<file path="config.mk">
export PLATFORM = sky130hd
export DESIGN_NAME = fetch_unit
export DESIGN_NICKNAME = d
export VERILOG_FILES = /design/src/rtl/mips_pkg.sv /design/src/rtl/sync_fifo.sv /design/src/rtl/fetch_unit.sv
export SDC_FILE = /design/constraint.sdc
export NUM_CORES = 1
export LEC_CHECK = 0
export CORE_MARGIN = 8
export CORE_UTILIZATION = 32
export DETAILED_ROUTE_END_ITERATION = 8
export PLACE_DENSITY_LB_ADDON = 0.05
export SLEW_MARGIN = 20
export SYNTH_ARGS = -nofsm -noshare
export SYNTH_HDL_FRONTEND = slang
export SYNTH_SLANG_ARGS = --single-unit
</file>
<file path="constraint.sdc">
create_clock -name clk -period 5.8 [get_ports clk]
set_clock_uncertainty 0.1 [all_clocks]
set_input_delay 1.74 -clock clk [delete_from_list [all_inputs] [get_ports clk]]
set_output_delay 1.74 -clock clk [all_outputs]
set_load 0.01 [all_outputs]
</file>
<file path="src/rtl/mips_pkg.sv">
// Shared definitions for the MIPS fetch path: PC step, default reset vector, fetch-queue entry.
// Latency: n/a (types and constants only).
// Backpressure: n/a.
package mips_pkg;

   localparam int XLEN_DEFAULT = 32;
   localparam int PC_STEP      = 4;
   localparam logic [XLEN_DEFAULT-1:0] RESET_PC_DEFAULT = '0;

   typedef logic [XLEN_DEFAULT-1:0] instr_t;

   typedef struct packed {
      instr_t instr;
      instr_t incremented_pc;
   } fetch_entry_t;

endpackage

</file>
<file path="src/rtl/sync_fifo.sv">
// Generic synchronous FIFO with clear; count tracks occupancy 0..DEPTH.
// Latency: a pushed word is visible at pop_dat the cycle after the push.
// Backpressure: none internally; the caller must never push when full or pop when empty.
module sync_fifo #(
   parameter int WIDTH = 64,
   parameter int DEPTH = 4
) (
   input  logic                     clk,
   input  logic                     clr,
   input  logic                     push,
   input  logic [WIDTH-1:0]         push_dat,
   input  logic                     pop,
   output logic [WIDTH-1:0]         pop_dat,
   output logic [$clog2(DEPTH):0]   count
);

   localparam int AW = $clog2(DEPTH);

   logic [WIDTH-1:0] mem [DEPTH];
   logic [AW:0]      wr_ptr;
   logic [AW:0]      rd_ptr;

   always_ff @(posedge clk) begin
      if (clr) begin
         wr_ptr <= '0;
         rd_ptr <= '0;
         count  <= '0;
      end else begin
         if (push) begin
            mem[wr_ptr[AW-1:0]] <= push_dat;
            wr_ptr              <= wr_ptr + 1'b1;
         end
         if (pop) begin
            rd_ptr <= rd_ptr + 1'b1;
         end
         case ({push, pop})
            2'b10:   count <= count + 1'b1;
            2'b01:   count <= count - 1'b1;
            default: count <= count;
         endcase
      end
   end

   assign pop_dat = mem[rd_ptr[AW-1:0]];

endmodule

</file>
<file path="src/rtl/fetch_unit.sv">
// Instruction fetch: owns the PC, issues single-cycle imem requests, buffers words in a prefetch queue.
// Latency: request in cycle t, pushed end of t+1, out_valid in t+2; redirect in t gives out_valid in t+3.
// Backpressure: stops issuing when queued + in-flight entries would exceed DEPTH; redirect kills in-flight data.
module fetch_unit
   import mips_pkg::*;
#(
   parameter int              XLEN     = 32,
   parameter int              DEPTH    = 4,
   parameter logic [XLEN-1:0] RESET_PC = XLEN'(RESET_PC_DEFAULT)
) (
   input  logic            clk,
   input  logic            rst,
   output logic            imem_req,
   output logic [XLEN-1:0] imem_addr,
   input  logic [XLEN-1:0] imem_rdata,
   input  logic            redirect_valid,
   input  logic [XLEN-1:0] redirect_pc,
   output logic            out_valid,
   input  logic            out_ready,
   output logic [XLEN-1:0] out_instruction,
   output logic [XLEN-1:0] out_incremented_pc
);

   localparam int CW = $clog2(DEPTH) + 1;

   typedef struct packed {
      logic [XLEN-1:0] instr;
      logic [XLEN-1:0] incremented_pc;
   } entry_t;

   logic [XLEN-1:0] pc;
   logic [XLEN-1:0] req_addr;
   logic            inflight;
   logic [CW-1:0]   count;
   logic [CW-1:0]   occupancy;
   logic            pop;
   logic            push;
   logic            issue;
   entry_t          push_ent;
   entry_t          head_ent;

   assign out_valid = (count != '0) & !redirect_valid & !rst;
   assign pop       = out_valid & out_ready;

   // An in-flight request already owns a queue slot; a same-cycle pop frees one.
   assign occupancy = count + CW'(inflight) - CW'(pop);
   assign issue     = !rst & !redirect_valid & (occupancy < CW'(DEPTH));

   assign imem_req  = issue;
   assign imem_addr = pc;

   // A killed request has inflight cleared, so only live responses are pushed.
   assign push                    = inflight & !redirect_valid & !rst;
   assign push_ent.instr          = imem_rdata;
   assign push_ent.incremented_pc = req_addr + XLEN'(PC_STEP);

   always_ff @(posedge clk) begin
      if (rst) begin
         pc       <= RESET_PC;
         inflight <= 1'b0;
         req_addr <= RESET_PC;
      end else if (redirect_valid) begin
         pc       <= {redirect_pc[XLEN-1:2], 2'b00};
         inflight <= 1'b0;
      end else begin
         inflight <= issue;
         if (issue) begin
            pc       <= pc + XLEN'(PC_STEP);
            req_addr <= pc;
         end
      end
   end

   sync_fifo #(
      .WIDTH (2 * XLEN),
      .DEPTH (DEPTH)
   ) u_fifo (
      .clk      (clk),
      .clr      (rst | redirect_valid),
      .push     (push),
      .push_dat (push_ent),
      .pop      (pop),
      .pop_dat  (head_ent),
      .count    (count)
   );

   assign out_instruction    = head_ent.instr;
   assign out_incremented_pc = head_ent.incremented_pc;

endmodule
</file>
==> out/results.tsv <==
stage	metric	value	unit
timing	Final setup viols	0	
timing	RSZ-0062 raised after global routing	false	
layout	diode count	0	
clock_network	Clock Tree Buf Depth	3	
critical_path	worst endpoint required time	3.96	ns
critical_path	Top delay family on crit path	simple AND/OR/NAND/NOR gates	
logic_synthesis	Yosys cell types	61	
clock_network	# hold bufs at CTS	0	
layout	ratio of cells with drive above 1 in the final layout	17.0	%
critical_path	CP max-delay cell	clkdlybuf4s50_1	
critical_path	crit-path max FO	2	
logic_synthesis	Synth Flop Type	edfxtp_1	
logic_synthesis	Syn Inst Count	806	
layout	area grow syn2layout	27.3	%
clock_network	clock slew at reported path FFs	0.05	ns
logic_synthesis	Seq cells post-synth	318	
floorplan	Row Count	73	
clock_network	Worst-Skew Late Latency	0.54	ns
logic_synthesis	Syn Area/Cell	16.1	um2
logic_synthesis	Synth area leaders	edfxtp_1 57%, dfxtp_1 11%, mux4_2 11%, xnor2_1 2.6%, xor2_1 1.4%	
power_and_ir_drop	Final Total Pwr	0.00507	W
logic_synthesis	most common cell in the netlist	edfxtp_1	
grt	first-pass GRT wire length	48000	um
critical_path	element type at the critical path end	output port	
timing	Max Clk Rate	179	MHz
clock_network	clk sink count	318	
drt	drt wl/cell	20.2	um
logic_synthesis	most common library cells after synthesis	248 x edfxtp_1, 70 x dfxtp_1, 62 x mux4_2, 45 x nand2_1, 41 x nor2_1	
timing	setup TNS	0	ns
floorplan	initial core utilization	32.5	%
clock_network	CTS Buf Count	37	
drt	vias per cell	4.74	
logic_synthesis	FFs w/ async S/R, synth	0	%
timing	fin. max-slew vios	0	
grt	number of global-route vias before repair	7747	
drt	First DRT Iteration DRCs	353	
logic_synthesis	Post-synth EDFFs	248	
grt	Global Route Usage Sum	13.2	%
critical_path	worst path bufs/invs	4	
clock_network	H-tree levels	2	
power_and_ir_drop	pwr dens	307	nW/um2
floorplan	chip width	217	um
timing	Final Critical Period	5.58	ns
critical_path	Slowest Stage Delay on Critical Path	0.42	ns
worst_hold_path	worst min-delay path category	reg -> reg	
critical_path	Arr. time, crit path	3.74	ns
timing	Final Hold Fails	0	
floorplan	Die H	217	um
power_and_ir_drop	Max VDD drop	0.000152	V
drt	final wirelength	31200	um
floorplan	die area	47200	um2
critical_path	critical path class	in -> out	
drt	via count	7324	
floorplan	Ports	166	
drt	Post-DRT Antenna Nets	0	
logic_synthesis	total number of yosys warnings	0	
timing	Slew headroom	32.1	%
grt	Overflow after GRT	0	
grt	initial antenna violation count	0	
critical_path	CP startpoint kind	primary input	
layout	fin util	41.4	%
placement	PortBufs	159	
timing	Hold WS	0.375	ns
logic_synthesis	Yosys top cell area share	57.4	%
floorplan	core area	39900	um2
timing	Tcrit/Tclk final	96.2	%
power_and_ir_drop	leak pwr	5.31	nW
placement	dpl hpwl	20400	um
timing	worst-margin pin slew	1.01	ns
clock_network	root buffer cell	clkbuf_16	
logic_synthesis	Synth Cell Area	13000	um2
grt	largest net degree at the start of global routing	63	
clock_network	CTS tree	done	
logic_synthesis	Seq/Total Area, Yosys	68.2	%
placement	Final Wtd Congestion	0.780	
critical_path	Top cell by count, worst path	ha_1	
status	status	completed	
logic_synthesis	largest area contributor in the netlist	edfxtp_1	
layout	final-stage net count	1071	
run	Max Cap Viol	0	
critical_path	CP Cell Sequence	clkdlybuf4s50_1 > or2_4 > nor3b_4 > ha_1 > inv_1 > ha_1 > and3b_2 > nor3_4 > o21ai_2 > inv_2 > buf_2	
drt	DRT Pass-1 Iters	4	
drt	drt drc	0	
==> power by group <==
| part | total (W) | switching, W | internal, W |
|---|---|---|---|
| clock | 0.00231 | 0.000884 | 0.00143 |
| combinational | 0.000222 | 0.000104 | 0.000118 |
| sequential | 0.00254 | 0.0000472 | 0.00249 |
| total | 0.00507 | 0.00104 | 0.00404 |
==> metal layers <==
metal / vias up / global-route usage [%] / wire (um)
li1: 3506 / - / -
met5: - / 0 / 0
met1: 3564 / 17.8 / 14500
met3: 42 / 4.45 / 2130
met4: 0 / 3.67 / 670
met2: 212 / 20.1 / 13900
==> logic make-up (layout without fill, tap and decap cells) <==
logic type	after synthesis	in the layout	synth area share [%]
flip-flops	318	318	68.2
multiplexers	63	63	10.8
buffers and inverters	57	267	1.91
adder cells (fa/ha/maj)	10	10	1.02
AND/OR/NAND/NOR	200	200	8.43
XOR/XNOR	60	60	4.11
other	1	4	0.0289
AO/OA/AOI/OAI	97	97	5.46
==> metrics by stage <==
step	cell area (um2)	std cells	setup slack, ns
2_1_floorplan	13000	809	0.0575
3_3_place_gp	15300	1479	-0.291
3_5_place_dp	15300	1479	-0.311
4_1_cts	16500	1544	0.0114
5_1_grt	16500	1544	0.0782
6_report	16500	1544	0.218
==> what timing repair did <==
action / in CTS / in global routing
gates resized for setup: 3 / 4
endpoints found under the setup margin: 1 / 1
pin swaps: 0 / 2
hold endpoints to repair: 0 / 0
buffers inserted: 0 / 0
==> sequential cells by signal (all words and copies together), names as in the netlist, named ones only <==
name	flops
imem_addr	30
req_addr	30
u_fifo.count	3
u_fifo.wr_ptr	2
u_fifo.mem	248
u_fifo.rd_ptr	2
inflight	1
==> area by class of cell <==
type | count | area (um2)
clock buffer | 52 | 1040
clock inverter | 13 | 165
fill | 3664 | 23400
inverter | 17 | 63.8
multi-input combinational | 434 | 3920
sequential | 318 | 8860
tap | 525 | 657
timing repair buffer | 185 | 1800
==> worst reg2reg max path, delay by kind of cell, from the launching register on <==
kind	cells	cell delay [ns]
flops	1	0.37
fa+ha+maj	2	0.41
compound gates	3	0.52
simple gates	4	0.87
buf+inv	3	0.51
==> cell usage in the layout, fill, tap and decap left out, drive strengths merged, types with 6 or more instances in the layout <==
cell,count
edfxtp,248
clkdlybuf4s50,157
dfxtp,70
mux4,62
clkbuf,52
nand2,45
nor2,41
xnor2,39
o21ai,31
buf,28
nand2b,23
a211oi,23
xor2,21
nand3,20
nand4,19
inv,17
a21oi,12
and3,10
ha,9
nor3,8
clkinv,8
a31oi,7
and4,7
and2,6
nand3b,6
nor4,6
==> worst paths after layout <==
path                                                    from                    endpoint  slack (ns)  depth (start not counted)
worst min-delay path               req_addr[31]$_SDFFE_PP0P_   req_addr[31]$_SDFFE_PP0P_        0.37                          2
worst max register to register  u_fifo.count[2]$_SDFFE_PP0P_  imem_addr[20]$_SDFFE_PP0P_        2.93                         12
worst min register to register     req_addr[31]$_SDFFE_PP0P_   req_addr[31]$_SDFFE_PP0P_        0.37                          2
worst max-delay path                          redirect_valid                    imem_req        0.22                         11
Power figures use the tool's default switching activity.
